## config.mk

```make
export PLATFORM = sky130hd
export DESIGN_NAME = pwm_sequencer
export DESIGN_NICKNAME = d
export VERILOG_FILES = /design/src/rtl/pwm_pkg.sv /design/src/rtl/pwm_prescaler.sv /design/src/rtl/pwm_sequencer.sv
export SDC_FILE = /design/constraint.sdc
export NUM_CORES = 1
export LEC_CHECK = 0
export ABC_CLOCK_PERIOD_IN_PS = 3200
export BUFFER_PORTS_ARGS = -buffer_cell sky130_fd_sc_hd__buf_2
export CORE_AREA = 2 2 102 104
export DETAILED_ROUTE_END_ITERATION = 10
export DIE_AREA = 0 0 104 106
export GPL_TIMING_DRIVEN = 0
export SLEW_MARGIN = 20
export SYNTH_ARGS = -nofsm -noshare
export SYNTH_HDL_FRONTEND = slang
export SYNTH_HIERARCHICAL = 1
export SYNTH_SLANG_ARGS = --single-unit
```

## constraint.sdc

```tcl
create_clock -name clk -period 3.2 [get_ports clk]
set_input_delay 0.16 -clock clk [delete_from_list [all_inputs] [get_ports clk]]
set_output_delay 0.16 -clock clk [all_outputs]
set_load 0.01 [all_outputs]
```

## src/rtl/pwm_pkg.sv

```systemverilog
// -----------------------------------------------------------------------------
// pwm_pkg
// Definitions shared by the PWM output sequencer and the SPI register bank:
// PWM counter limit, full-duty code, configuration register addresses and the
// per-tick PWM level rule.
// -----------------------------------------------------------------------------
package pwm_pkg;

  // The PWM counter runs 0..PWM_MAX, giving a period of 255 ticks.
  localparam logic [7:0] PWM_MAX   = 8'd254;
  // This duty code means "always high", not "high for 255 of 255 ticks".
  localparam logic [7:0] DUTY_FULL = 8'hFF;

  // Configuration register map, shared with the SPI register bank.
  typedef enum logic [6:0] {
    REG_EN_OUT_7_0  = 7'h00,
    REG_EN_OUT_15_8 = 7'h01,
    REG_EN_PWM_7_0  = 7'h02,
    REG_EN_PWM_15_8 = 7'h03,
    REG_PWM_DUTY    = 7'h04
  } pwm_reg_addr_e;

  // PWM level for a given counter position and duty value.
  function automatic logic pwm_level(input logic [7:0] cnt, input logic [7:0] duty);
    logic lvl;
    if (duty == DUTY_FULL) begin
      lvl = 1'b1;
    end else begin
      lvl = (cnt < duty);
    end
    return lvl;
  endfunction

endpackage

```

## src/rtl/pwm_prescaler.sv

```systemverilog
// -----------------------------------------------------------------------------
// pwm_prescaler
// Free-running clock divider. Counts 0..CLK_DIV-1 and wraps; tick is high
// during the last count. With CLK_DIV=1 tick is permanently high.
//
// Ports:
//   clk   in   system clock
//   rst   in   synchronous, active-high reset (counter back to 0)
//   tick  out  one-cycle enable every CLK_DIV clocks
// Parameter:
//   CLK_DIV  clk cycles per tick, 1..65535
// -----------------------------------------------------------------------------
module pwm_prescaler #(
  parameter int unsigned CLK_DIV = 10
) (
  input  logic clk,
  input  logic rst,
  output logic tick
);

  localparam logic [15:0] DIV_LAST = 16'(CLK_DIV - 32'd1);

  logic [15:0] div_cnt_q;
  logic [15:0] div_cnt_d;

  assign tick = (div_cnt_q == DIV_LAST);

  // Next divider count: wrap to zero on the tick cycle.
  always_comb begin
    div_cnt_d = div_cnt_q;
    if (tick) begin
      div_cnt_d = 16'd0;
    end else begin
      div_cnt_d = div_cnt_q + 16'd1;
    end
  end

  // Divider count register.
  always_ff @(posedge clk) begin
    if (rst) begin
      div_cnt_q <= 16'd0;
    end else begin
      div_cnt_q <= div_cnt_d;
    end
  end

endmodule

```

## src/rtl/pwm_sequencer.sv

```systemverilog
// -----------------------------------------------------------------------------
// pwm_sequencer
// Drives the 16 chip outputs from the SPI configuration registers. An 8-bit
// PWM counter advances once per prescaler tick over a 255-tick period. The
// configuration is double-buffered into shadow (act_*) registers that load
// only at the period wrap, or immediately when every output is disabled, so
// a running pulse is never cut short.
//
// Ports:
//   clk              in   system clock
//   rst              in   synchronous, active-high reset
//   en_reg_out_7_0   in   output enable, outputs 7..0
//   en_reg_out_15_8  in   output enable, outputs 15..8
//   en_reg_pwm_7_0   in   PWM mode select, outputs 7..0
//   en_reg_pwm_15_8  in   PWM mode select, outputs 15..8
//   pwm_duty_cycle   in   shared duty value (0xFF = always high)
//   cfg_valid        in   one-cycle pulse: register inputs changed and stable
//   cfg_pending      out  new config announced but not yet applied
//   period_start     out  one-cycle pulse on the first tick of each period
//   out              out  output pins (registered)
// Parameter:
//   CLK_DIV  clk cycles per PWM tick, 1..65535
// -----------------------------------------------------------------------------
module pwm_sequencer
  import pwm_pkg::*;
#(
  parameter int unsigned CLK_DIV = 10
) (
  input  logic        clk,
  input  logic        rst,
  input  logic [7:0]  en_reg_out_7_0,
  input  logic [7:0]  en_reg_out_15_8,
  input  logic [7:0]  en_reg_pwm_7_0,
  input  logic [7:0]  en_reg_pwm_15_8,
  input  logic [7:0]  pwm_duty_cycle,
  input  logic        cfg_valid,
  output logic        cfg_pending,
  output logic        period_start,
  output logic [15:0] out
);

  logic        tick;
  logic        wrap;
  logic        load;
  logic        pwm_lvl;

  logic [7:0]  pwm_cnt_q,      pwm_cnt_d;
  logic [15:0] act_out_q,      act_out_d;
  logic [15:0] act_pwm_q,      act_pwm_d;
  logic [7:0]  act_duty_q,     act_duty_d;
  logic        cfg_pending_q,  cfg_pending_d;
  logic        period_start_q, period_start_d;
  logic [15:0] out_q,          out_d;

  pwm_prescaler #(
    .CLK_DIV (CLK_DIV)
  ) u_prescaler (
    .clk  (clk),
    .rst  (rst),
    .tick (tick)
  );

  // Next-state logic for the PWM counter, shadow config, pending flag and pins.
  always_comb begin
    pwm_cnt_d      = pwm_cnt_q;
    act_out_d      = act_out_q;
    act_pwm_d      = act_pwm_q;
    act_duty_d     = act_duty_q;
    cfg_pending_d  = cfg_pending_q;

    wrap = tick && (pwm_cnt_q == PWM_MAX);
    // With every output off nothing visible can glitch, so load right away.
    load = wrap || (cfg_valid && (act_out_q == 16'h0000));

    if (tick) begin
      if (pwm_cnt_q == PWM_MAX) begin
        pwm_cnt_d = 8'd0;
      end else begin
        pwm_cnt_d = pwm_cnt_q + 8'd1;
      end
    end else begin
      pwm_cnt_d = pwm_cnt_q;
    end

    // Inputs are sampled at the load cycle, so the latest stable values win.
    if (load) begin
      act_out_d  = {en_reg_out_15_8, en_reg_out_7_0};
      act_pwm_d  = {en_reg_pwm_15_8, en_reg_pwm_7_0};
      act_duty_d = pwm_duty_cycle;
    end else begin
      act_out_d  = act_out_q;
      act_pwm_d  = act_pwm_q;
      act_duty_d = act_duty_q;
    end

    // A load in the same cycle as cfg_valid absorbs it: pending stays clear.
    if (load) begin
      cfg_pending_d = 1'b0;
    end else if (cfg_valid) begin
      cfg_pending_d = 1'b1;
    end else begin
      cfg_pending_d = cfg_pending_q;
    end

    pwm_lvl        = pwm_level(pwm_cnt_q, act_duty_q);
    // Enabled pins follow the PWM level in PWM mode, otherwise sit high.
    out_d          = act_out_q & (~act_pwm_q | {16{pwm_lvl}});
    period_start_d = tick && (pwm_cnt_q == 8'd0);
  end

  // State and output registers.
  always_ff @(posedge clk) begin
    if (rst) begin
      pwm_cnt_q      <= 8'd0;
      act_out_q      <= 16'h0000;
      act_pwm_q      <= 16'h0000;
      act_duty_q     <= 8'd0;
      cfg_pending_q  <= 1'b0;
      period_start_q <= 1'b0;
      out_q          <= 16'h0000;
    end else begin
      pwm_cnt_q      <= pwm_cnt_d;
      act_out_q      <= act_out_d;
      act_pwm_q      <= act_pwm_d;
      act_duty_q     <= act_duty_d;
      cfg_pending_q  <= cfg_pending_d;
      period_start_q <= period_start_d;
      out_q          <= out_d;
    end
  end

  assign cfg_pending  = cfg_pending_q;
  assign period_start = period_start_q;
  assign out          = out_q;

endmodule

```

* Word-level counts from Yosys, hierarchy flattened
Cells that the tools add are included.
** Storage, ports and cells
- Register bits :: 82
- Logic and storage cells :: 27
- Input bits :: 43
- Output and inout bits :: 18
** Cells by class
- Equality and inequality tests :: 3
- Mux-type cells :: 2
- Bitwise gates (word level) :: 3
- Add/subtract/negate cells :: 2
- $lt $le $gt $ge :: 1
- Reductions and logical operators :: 8
** Operator list (count)
- adder 16 x 1 -> 16 bit (second input constant) :: 1
- bitwise AND 16 bit :: 1
- == test 16 x 4 -> 1 bit (second input constant) :: 1
- == test 8 bit (second input constant) :: 2
- zero test 16 bit :: 1
- NOT 16 bit :: 1
- OR 16 bit :: 1
- adder 8 x 1 -> 8 bit (second input constant) :: 1
- zero test 8 bit :: 1
- < comparator 8 bit :: 1
- two-way mux 8 bit :: 1
- OR reduction 2 bit :: 2
- logical AND 1 bit :: 3
- logical OR 1 bit :: 1
- two-way mux 1 bit :: 1

* Logic depth before layout (Yosys ltp)
- Depth in word-level cells :: 4
- Mapped depth :: 10
- Depth with buffers taken out :: 8

* Hierarchy
Netlist, hierarchy kept.
** By module, submodules not included
- pwm_sequencer :: area each 2651.3 µm², cells each 280, sequential area each 1321.3 µm², times used 1
- pwm_prescaler :: area each 750.7 µm², cells each 83, sequential area each 320.3 µm², times used 1

* Least setup slack after synthesis
Ideal clock, no wire load.
- Path kind :: register to register
- Start :: register u_prescaler.div_cnt_q[0]
- End :: register act_out_q[0]
- Slack :: 1105 ps
- Period minus slack after synthesis :: 2095 ps
- Path buffers :: 2
- Data arrival time :: 1961 ps
- Setup time :: 134 ps
- Cell stages (with the launch flop) :: 10
- Required time :: 3066 ps
- Cell sequence :: dfxtp_1 ha_1 nor4b_1 and4_1 buf_2 nand4_1 or2_2 clkbuf_1 a21oi_1 a211oi_1
** Between the ends
- Longest elaborated chain between the ends :: 3
** Ends and longest elaborated chain
- start: declaration :: RTL line pwm_prescaler.sv:23 : logic [15:0] div_cnt_q;
- start signal: assignment :: RTL line pwm_prescaler.sv:43 : div_cnt_q <= div_cnt_d;
- == test 16 x 4 -> 1 bit :: RTL line pwm_prescaler.sv:26 : assign tick = (div_cnt_q == DIV_LAST);
- named net tick :: RTL line pwm_sequencer.sv:42 : logic tick;
- logical AND 1 bit :: RTL line pwm_sequencer.sv:71 : wrap = tick && (pwm_cnt_q == PWM_MAX);
- logical OR 1 bit :: RTL line pwm_sequencer.sv:73 : load = wrap || (cfg_valid && (act_out_q == 16'h0000));
- end signal: assignment :: RTL line pwm_sequencer.sv:123 : act_out_q <= act_out_d;
- end: declaration :: RTL line pwm_sequencer.sv:48 : logic [15:0] act_out_q, act_out_d;
The timed path passes the listed nets, and every way through them passes these cells.
A chain may end at the register's enable or synchronous reset.

* Worst setup path after layout
- Start :: register u_prescaler.div_cnt_q[0]
- End :: register act_out_q[5]
The elaborated chain is that of the path after synthesis.

==> flow_summary.ini <==
[hold_path]
hold_end = act_pwm_q[14]
min_path_cells = 3
hold_path.class = in -> reg
min_from = en_reg_pwm_15_8[6]

[cts]
cts_tree = done
clock_latency_ns = 0.35
numCtsBuffers = 9
hold_buffers = 0
clockRootBuffer = clkbuf_8
cts.sinks = 82
cts_max_path_buffers = 2
clk_pin_slew_ns = 0.09
ctsHtreeMaxLevel = 3
post_cts_buffers = 0
cts_resized = 0

[synth]
synth_area_leaders = dfxtp_1 (48%), o2bb2ai_1 (5.9%), nand2_1 (5.8%)
netlist_instances = 363
synth_fp_nets = 418
yosys.area.top_type = dfxtp_1
postSynthAreaPerCell_sq_um = 9.37
synth_area_sq_um = 3400
synth_flop_cell = dfxtp_1
synth-seq-cells = 82
yosysWarnings = 6
synth_top_area_share = 0.483
synth-seq-area-share = 0.483
yosysUniqueCellTypes = 44
synth_edf_count = 0
async_reset_ff_frac = 0

[detailed_routing]
final_antenna_net_count = 0
via_per_inst = 4.87
finalWirelength_microns = 7970
drc = 0
drt-pass1-iter-count = 4
routedWlPerCell_microns = 13.9
drtIter0Drc = 125
via_count = 2802

[sta]
hold_violations = 0
fin_skew_ns = 0.0143
setup_viol = 0
max_slew.worst_pin.slew_ns = 0.741
hold_ws_ns = 0.0484
tns_ns = 0
slew_viol_final = 0
rsz0062_at_grt = no
finalCriticalPeriod_ns = 2.50
fmaxAchievable_mhz = 400
fin_crit_sh = 0.781
relSlewSlack = 0.506

[global_routing]
grt_max_degree = 15
grtUsageTotal = 0.153
grt_antenna_before_repair = 0
grt_pass1_wl_microns = 13500
gr-total-overflow = 0
grt_pass1_vias = 2791

[floorplanning]
die_h_microns = 106
rows = 37
core-area_sq_um = 10000
start_util = 0.340
die_w_microns = 104
design.portCount = 61
design.die.area_sq_um = 11000

[worst_setup_path]
cp.required_ns = 3.40
path_max_fanout = 9
rr_worst_depth = 9
crit_arrival_ns = 2.70
reg2reg_from = u_prescaler/div_cnt_q[0]
critPathKind = reg -> reg
worst_path_largest_cell_delay_ns = 0.41
crit_path_end_kind = flop
critPathLaunchType = flop
slowest_stage = dfxtp_1
rr_endpoint = act_out_q[5]
rrSetupSlack_ns = 0.70
path_cells = ha_1 > nor4b_1 > and4_1 > buf_2 > nand4_1 > or2_2 > clkbuf_1 > a21oi_1 > a211oi_1

[power]
p_switching_w = 0.00128
combPwrFrac = 0.356
switching_share = 0.381
p_clk_frac = 0.213
peakVddDrop_mv = 0.375
p_int_w = 0.00208
p_leak_nw = 1.58
pwr_density_cell_nw_per_um2 = 826
sequentialPowerShare = 0.431

[flow_run]
maxCapViolations = 0

[place]
dpl.hpwl_microns = 5940
port_buffers = 60
gp_congestion = 0.778
placed_area_sq_um = 3870

[layout]
nets = 489
syn_to_final_growth_pct = 19.3
n_antenna_cell = 0
multi_input_area_sq_um = 1580
design_area_sq_um = 4060
seqCellArea_sq_um = 1640
drive_above_1_share = 0.235
fin_util = 0.406
nFillCells = 1064

[status]
status = completed
## flip-flops by register name, summed over array words and instances, names as in the netlist
name,count
u_prescaler/div_cnt_q,16
pwm_cnt_q,8
act_out_q,16
act_pwm_q,16
out,16
act_duty_q,8
period_start,1
cfg_pending,1
## power groups by stage
stage                     Clock, W  Combinational (W)  Sequential [W]
final                     0.000713            0.00119         0.00144
after global routing      0.000776            0.00134         0.00148
after CTS                 0.000732            0.00121         0.00144
after detailed placement         0            0.00121         0.00146
after global placement           0            0.00118         0.00146
after floorplan                  0           0.000833         0.00144
## cell usage after synthesis, types with 6 or more instances
cell / instances
inv_1: 13
a211oi_1: 9
nor3_1: 8
nand4_1: 10
a21oi_1: 29
xnor2_1: 11
ha_1: 12
nand3_1: 6
xor2_1: 7
nor4_1: 7
nand2_1: 53
buf_6: 7
o2bb2ai_1: 23
o22ai_1: 6
nor2_1: 34
clkbuf_1: 7
dfxtp_1: 82
## worst max path at each step
stage | end | cells after the start | slack (ns) | from
2_1_floorplan | act_out_q[0] | 9 | 1.11 | u_prescaler/div_cnt_q[0]
3_3_place_gp | act_pwm_q[6] | 9 | 0.77 | u_prescaler/div_cnt_q[0]
3_5_place_dp | act_pwm_q[7] | 9 | 0.72 | u_prescaler/div_cnt_q[0]
4_1_cts | act_pwm_q[5] | 9 | 0.71 | u_prescaler/div_cnt_q[0]
5_1_grt | act_out_q[5] | 9 | 0.50 | u_prescaler/div_cnt_q[0]
6_report | act_out_q[5] | 9 | 0.70 | u_prescaler/div_cnt_q[0]
## critical path, delay by kind of cell, from the launching register on
| kind | cells | cell delay (ns) |
|---|---|---|
| AOI/OAI and AO/OA | 2 | 0.30 |
| and+or+nand+nor | 4 | 1.02 |
| buffers and inverters | 2 | 0.44 |
| adders and majority gates | 1 | 0.18 |
| DFF | 1 | 0.41 |
## per-stage QoR
step | setup WS (ns) | instances | power, W
after detailed placement | 0.723 | 559 | 0.00267
after floorplan | 1.11 | 363 | 0.00227
final | 0.701 | 575 | 0.00335
after global routing | 0.500 | 575 | 0.00359
after CTS | 0.711 | 575 | 0.00339
after global placement | 0.770 | 559 | 0.00263
## cells in the final DEF, fill, tap and decap left out, drive strengths merged, types with 4 or more instances in the layout
cell type,netlist,final
a211oi,9,9
a21oi,31,31
and4,4,4
buf,11,71
clkbuf,7,18
dfxtp,82,82
ha,12,12
inv,13,15
nand2,54,54
nand3,6,6
nand4,11,11
nor2,36,36
nor3,9,9
nor4,8,8
o22ai,6,6
o2bb2ai,25,25
xnor2,11,11
xor2,7,7
## final cells by class
cell class | count | share of cell area
sequential | 82 | 0.404
clock buffer | 11 | 0.0373
multi-input combinational | 250 | 0.390
inverter | 13 | 0.0120
timing repair buffer | 60 | 0.0740
buffer | 18 | 0.0314
clock inverter | 5 | 0.00894
tap | 136 | 0.0419
## metal layers
layer  part of all wire  GRT usage
met5                  0          0
met4              0.015     0.0512
met3              0.036     0.0325
met2               0.46      0.242
met1               0.49      0.207
## kinds of logic after synthesis
| group | count (synthesis) | share of synthesized area |
|---|---|---|
| AO/OA/AOI/OAI | 82 | 0.175 |
| XOR/XNOR | 18 | 0.0463 |
| adder cells (fa/ha/maj) | 12 | 0.0441 |
| buffers and inverters | 31 | 0.0519 |
| flip-flops | 82 | 0.483 |
| multiplexers | 1 | 0.00294 |
| AND/OR/NAND/NOR | 137 | 0.197 |
Power figures use the tool's default switching activity.
